**src/rtl/approx_product_accumulator.sv**
```systemverilog
// approx_product_accumulator
//   Sums a packet of unsigned 16-bit products from an approximate 8x8
//   multiplier and presents the total, the term count and status flags
//   until the consumer takes them.
//
//   Build option: define APPROX_ACC_SATURATE_EN to clamp the sum at
//   2^ACC_W-1 and raise a sticky sat_flag. Without it the sum wraps
//   modulo 2^ACC_W and sat_flag is tied to 0.
//
//   Ports
//     clk, rst             clock, asynchronous active-high reset
//     in_valid/in_ready    beat handshake; z is the product, in_last closes the packet
//     out_valid/out_ready  result handshake
//     acc_out, term_count  packet sum and number of accumulated beats
//     forced_close         packet closed at MAX_TERMS without in_last
//     sat_flag             saturation happened in this packet
//
//   state | meaning
//   IDLE  | waiting for the first beat; outputs read 0
//   ACCUM | packet open, running sum visible
//   HOLD  | result presented, input stalled until out_ready
module approx_product_accumulator #(
  parameter int ACC_W     = 24,
  parameter int MAX_TERMS = 16,
  parameter int CNT_W     = 5
) (
  input  logic             clk,
  input  logic             rst,
  input  logic             in_valid,
  output logic             in_ready,
  input  logic [15:0]      z,
  input  logic             in_last,
  output logic             out_valid,
  input  logic             out_ready,
  output logic [ACC_W-1:0] acc_out,
  output logic [CNT_W-1:0] term_count,
  output logic             forced_close,
  output logic             sat_flag
);

  typedef enum logic [1:0] {
    IDLE  = 2'd0,
    ACCUM = 2'd1,
    HOLD  = 2'd2
  } state_t;

  localparam logic [CNT_W-1:0] MaxCnt = CNT_W'(MAX_TERMS);

  state_t           state_q, state_d;
  logic [ACC_W-1:0] acc_q, acc_d;
  logic [CNT_W-1:0] cnt_q, cnt_d;
  logic             forced_q, forced_d;
  logic             sat_q, sat_d;

  logic             accept;
  logic [ACC_W-1:0] z_ext;
  logic [ACC_W-1:0] sum;
  logic [CNT_W-1:0] cnt_inc;

  assign in_ready = (state_q != HOLD);
  assign accept   = in_valid && in_ready;
  assign z_ext    = {{(ACC_W-16){1'b0}}, z};
  assign cnt_inc  = cnt_q + CNT_W'(1);

`ifdef APPROX_ACC_SATURATE_EN
  logic carry;
  assign {carry, sum} = {1'b0, acc_q} + {1'b0, z_ext};
`else
  assign sum = acc_q + z_ext;
`endif

  always_comb begin
    state_d  = state_q;
    acc_d    = acc_q;
    cnt_d    = cnt_q;
    forced_d = forced_q;
    sat_d    = sat_q;
    case (state_q)
      IDLE: begin
        if (accept) begin
          acc_d    = z_ext;
          cnt_d    = CNT_W'(1);
          forced_d = 1'b0;
          sat_d    = 1'b0;
          state_d  = in_last ? HOLD : ACCUM;
        end
      end
      ACCUM: begin
        if (accept) begin
          cnt_d = cnt_inc;
`ifdef APPROX_ACC_SATURATE_EN
          if (carry) begin
            acc_d = '1;
            sat_d = 1'b1;
          end else begin
            acc_d = sum;
          end
`else
          acc_d = sum;
`endif
          if (in_last) begin
            state_d = HOLD;
          end else if (cnt_inc == MaxCnt) begin
            state_d  = HOLD;
            forced_d = 1'b1;
          end
        end
      end
      HOLD: begin
        // Clearing on release keeps the outputs at 0 while idle.
        if (out_ready) begin
          state_d  = IDLE;
          acc_d    = '0;
          cnt_d    = '0;
          forced_d = 1'b0;
          sat_d    = 1'b0;
        end
      end
      default: begin
        state_d  = IDLE;
        acc_d    = '0;
        cnt_d    = '0;
        forced_d = 1'b0;
        sat_d    = 1'b0;
      end
    endcase
  end

  always_ff @(posedge clk or posedge rst) begin
    if (rst) begin
      state_q  <= IDLE;
      acc_q    <= '0;
      cnt_q    <= '0;
      forced_q <= 1'b0;
      sat_q    <= 1'b0;
    end else begin
      state_q  <= state_d;
      acc_q    <= acc_d;
      cnt_q    <= cnt_d;
      forced_q <= forced_d;
      sat_q    <= sat_d;
    end
  end

  assign out_valid    = (state_q == HOLD);
  assign acc_out      = acc_q;
  assign term_count   = cnt_q;
  assign forced_close = forced_q;
  assign sat_flag     = sat_q;

endmodule

```
**config.mk**
```make
export PLATFORM = sky130hd
export DESIGN_NAME = approx_product_accumulator
export DESIGN_NICKNAME = d
export VERILOG_FILES = /design/src/rtl/approx_product_accumulator.sv
export SDC_FILE = /design/constraint.sdc
export NUM_CORES = 1
export LEC_CHECK = 0
export CAP_MARGIN = 20
export CORE_ASPECT_RATIO = 1.75
export CORE_MARGIN = 2
export CORE_UTILIZATION = 24
export CTS_CLUSTER_SIZE = 14
export DETAILED_ROUTE_END_ITERATION = 16
export PLACE_DENSITY = 0.41
export SYNTH_ARGS = -nofsm -noshare
export SYNTH_HDL_FRONTEND = slang
export SYNTH_SLANG_ARGS = --single-unit
export TNS_END_PERCENT = 5
```
**constraint.sdc**
```tcl
create_clock -name clk -period 2.9 [get_ports clk]
set_input_delay 0.725 -clock clk [delete_from_list [all_inputs] [get_ports clk]]
set_output_delay 0.725 -clock clk [all_outputs]
set_load 0.1 [all_outputs]
```
==> flow_summary_export.csv <==
group,metric,value,unit
status,status,"finished clean",
critical_path,max_stage_delay,0.49,ns
synthesis,yosys_warnings,0,
sta,clock_skew,0.006585,ns
power,p_clk_share,20.3,%
placement,dp_hpwl,6.950,mm
synthesis,synth_area,2510,µm²
cts,cts_num_sinks,32,
detailed_routing,drt_pass1_iterations,4,
detailed_routing,wirelength,8.688,mm
cts,clock_latency,0.28,ns
synthesis,netlist_instances,301,
detailed_routing,vias,2587,
synthesis,ys_seq_elements,32,
global_routing,grt_start_max_net_pins,33,
floorplanning,io_pins,54,
hold_path,hold_class,"reg2reg",
global_routing,grt_usage,16.19,%
final_layout,nNetsFinal,442,
detailed_routing,drt_iter0_markers,107,
sta,finalWorstSetupSlack,0.07329,ns
synthesis,syn-num-nets,341,
cts,cts_root_buf,"clkbuf_16",
hold_path,holdPathEnd,"forced_close",
cts,path_clk_slew,0.06,ns
critical_path,path_buf_inv,3,
final_layout,layout_commonest_cell,"buf_4",
placement,port_buffers,52,
synthesis,synth-seq-area-share,31.90,%
placement,pre_cts_ws,-0.2882,ns
critical_path,cp.arrival,2.98,ns
synthesis,synth_top_family_by_area,"compound AO/OA/AOI/OAI gates",
critical_path,r2r_start,"acc_out[11]",
sta,post-route-period-util,97.47,%
critical_path,cp_common_cell,"buf_4",
global_routing,antenna_found_initial,0,
detailed_routing,vias_per_cell,4.881,
critical_path,crit_required,3.05,ns
sta,fin_crit,2.827,ns
hold_path,hold_start,"forced_close",
sta,slew_headroom,65.51,%
synthesis,synth_top_area_share,31.90,%
floorplanning,coreArea,10240,µm²
synthesis,async_reset_ff_share,100.0,%
floorplanning,chipWidth,81.31,µm
detailed_routing,wl_per_cell,16.39,µm
critical_path,critical_path_class,"in2reg",
synthesis,synth_compound_area_share,25.92,%
sta,setup_viol,0,
run,cap_viol_max_count,0,
synthesis,synthXorXnorAreaFrac,4.187,%
synthesis,synth_enable_flop_cells,0,
synthesis,synthTopCellsByArea,"dfrtp_1, ha_1, a21oi_1",
critical_path,rr_endpoint,"acc_out[23]",
final_layout,antenna-diode-count,0,
global_routing,grt_pass1_wl,14.08,mm
critical_path,crit_family,"compound AO/OA/AOI/OAI gates",
power,ir_drop,0.0004224,V
cts,cts_setup_buffers,0,
sta,tns,0,ns
floorplanning,num_rows,49,
power,swShare,47.79,%
final_layout,final_cell_mix,"buf_4, o21ai_0, dfrtp_1",
power,powerDensity,812.7,nW/µm²
global_routing,grt_pass1_vias,2746,
floorplanning,start_util,24.51,%
synthesis,muxShareOfSynthArea,4.038,%
floorplanning,die_area,11320,µm²
synthesis,ys.flop_type,"dfrtp_1",
cts,cts_made_buffers,5,
cts,htreeDepth,2,
critical_path,cp_slowest_cell,"o41ai_1",
cts,cts_tree,"yes",
critical_path,path_cells,"clkdlybuf4s50_1 > ha_1 > a211oi_2 > buf_4 > o211ai_2 > and4b_4 > buf_4 > o41ai_1 > o21ai_0",
power,p_int,1577,µW
power,p_sw,1444,µW
detailed_routing,route.detailed.drc,0,
sta,slew_viol_final,0,
power,pwr-share-comb,59.6,%
sta,tightest_slew,0.5107,ns
synthesis,synthSimpleGateAreaFrac,20.59,%
final_layout,syn2layout_area_growth,48.11,%
synthesis,synth_fa_ha_area_share,9.771,%
synthesis,yosysTopAreaCell,"dfrtp_1",
critical_path,rr_worst_depth,7,
critical_path,path_depth,9,
power,p_leak,0.001705,µW
sta,hold_viol_final,0,
sta,rsz0062_at_grt,"yes",
critical_path,worstPathMaxFanout,3,
global_routing,overflow,0,
critical_path,critPathLaunchType,"input port",
synthesis,synth_area_per_cell,8.339,µm²
sta,clock.fmax,0.3538,GHz
floorplanning,die_y,139.3,µm
critical_path,r2r_setup_slack,0.56,ns
power,pwr-share-seq,20.1,%
final_layout,drive_gt1_share,28.04,%
detailed_routing,ant_nets,0,
hold_path,whs_path_depth,2,
synthesis,synth_cell_type_count,49,
critical_path,setup.worst_path.end_class,"flop",
cts,ctsLongestPathBuffers,2,
placement,gp_congestion,0.8578,
-- per-layer routing --
| metal | track usage [%] | wire length [µm] | vias to the layer above |
|---|---|---|---|
| met5 | 0 | 0 | - |
| met4 | 7.047 | 286 | 0 |
| met3 | 1.881 | 190 | 14 |
| met2 | 29.98 | 4848 | 43 |
| met1 | 17.72 | 3363 | 1230 |
| li1 | - | - | 1300 |
-- how the worst max path moves through the flow --
stage	slack (ns)	from	endpoint
CTS	0.04	z[14]	acc_out[16]
finish	0.07	z[1]	acc_out[13]
global placement	-0.25	z[1]	acc_out[15]
detailed placement	-0.29	z[1]	acc_out[15]
floorplan	0.005	acc_out[0]	acc_out[18]
global route	-0.03	z[1]	acc_out[23]
-- cell type report --
type / instances / area (µm²)
tap: 127 / 158.9
timing repair buffer: 105 / 863.3
clock inverter: 2 / 35.03
sequential: 32 / 800.8
clock buffer: 6 / 128.9
multi-input combinational: 247 / 1689
fill: 1078 / 6521
inverter: 11 / 41.29
-- cells in the mapped netlist, types with 2 or more instances --
master and instances:
nor2_1 18, nor3_1 4, and2_1 4, dfrtp_1 32, o211ai_1 4, o21ai_0 32
o21a_1 3, nand4_1 3, ha_1 18, nor2b_1 5, and3_1 6, o41ai_1 3
mux2i_1 9, a21boi_0 2, o31ai_1 4, inv_1 11, a21oi_1 34, nand2_1 24
nand3_1 12, a21o_1 6, nand2b_1 6, o21ai_1 2, clkbuf_1 9, or3_1 6
xor2_1 4, nor3b_1 3, o211ai_2 2, or4_1 3, xnor2_1 8, a211oi_1 5
-- registers in the layout, summed over array words and instances (netlist names) --
name and count:
acc_out 24, term_count 5, forced_close 1, state_q 2
-- metrics by stage --
stage / hold slack [ns] / area, µm² / utilization [%] / total power (µW) / std cells
detailed placement: 0.4987 / 3490 / 34.08 / 2386 / 522
global placement: 0.5025 / 3490 / 34.08 / 2384 / 522
CTS: 0.5139 / 3661 / 35.76 / 3023 / 530
global route: 0.5524 / 3717 / 36.31 / 3209 / 530
finish: 0.5055 / 3717 / 36.31 / 3021 / 530
floorplan: 0.6701 / 2512 / - / 1777 / 301
-- timing repair --
item / in CTS / in global routing
pin swaps: 0 / 3
resized for setup: 1 / 11
hold buffers: 0 / 0
setup endpoints to repair: 1 / 10
-- worst reg2reg max path, stage by stage (launching register included) --
cell and delay, ns:
dfrtp_1 0.42, ha_2 0.41, nand4_1 0.20, and4b_4 0.40, buf_4 0.11, o21ai_2 0.07, or4_1 0.49, a21oi_1 0.16
-- kinds of logic (layout without fill, tap and decap cells) --
group | Yosys count | count (layout)
mux | 10 | 10
xor+xnor | 12 | 12
flops | 32 | 32
simple gates | 99 | 99
buf+inv | 22 | 124
other cells | 1 | 1
compound gates | 106 | 106
fa+ha+maj | 19 | 19
-- power groups by stage --
stage                     clock, µW  combinational (µW)  sequential, µW
after floorplan                   0                 678            1100
after global placement            0                1770             615
after detailed placement          0                1770             616
after CTS                       634                1780             609
after global routing            649                1940             621
final                           613                1800             608
Power figures use the tool's default switching activity.
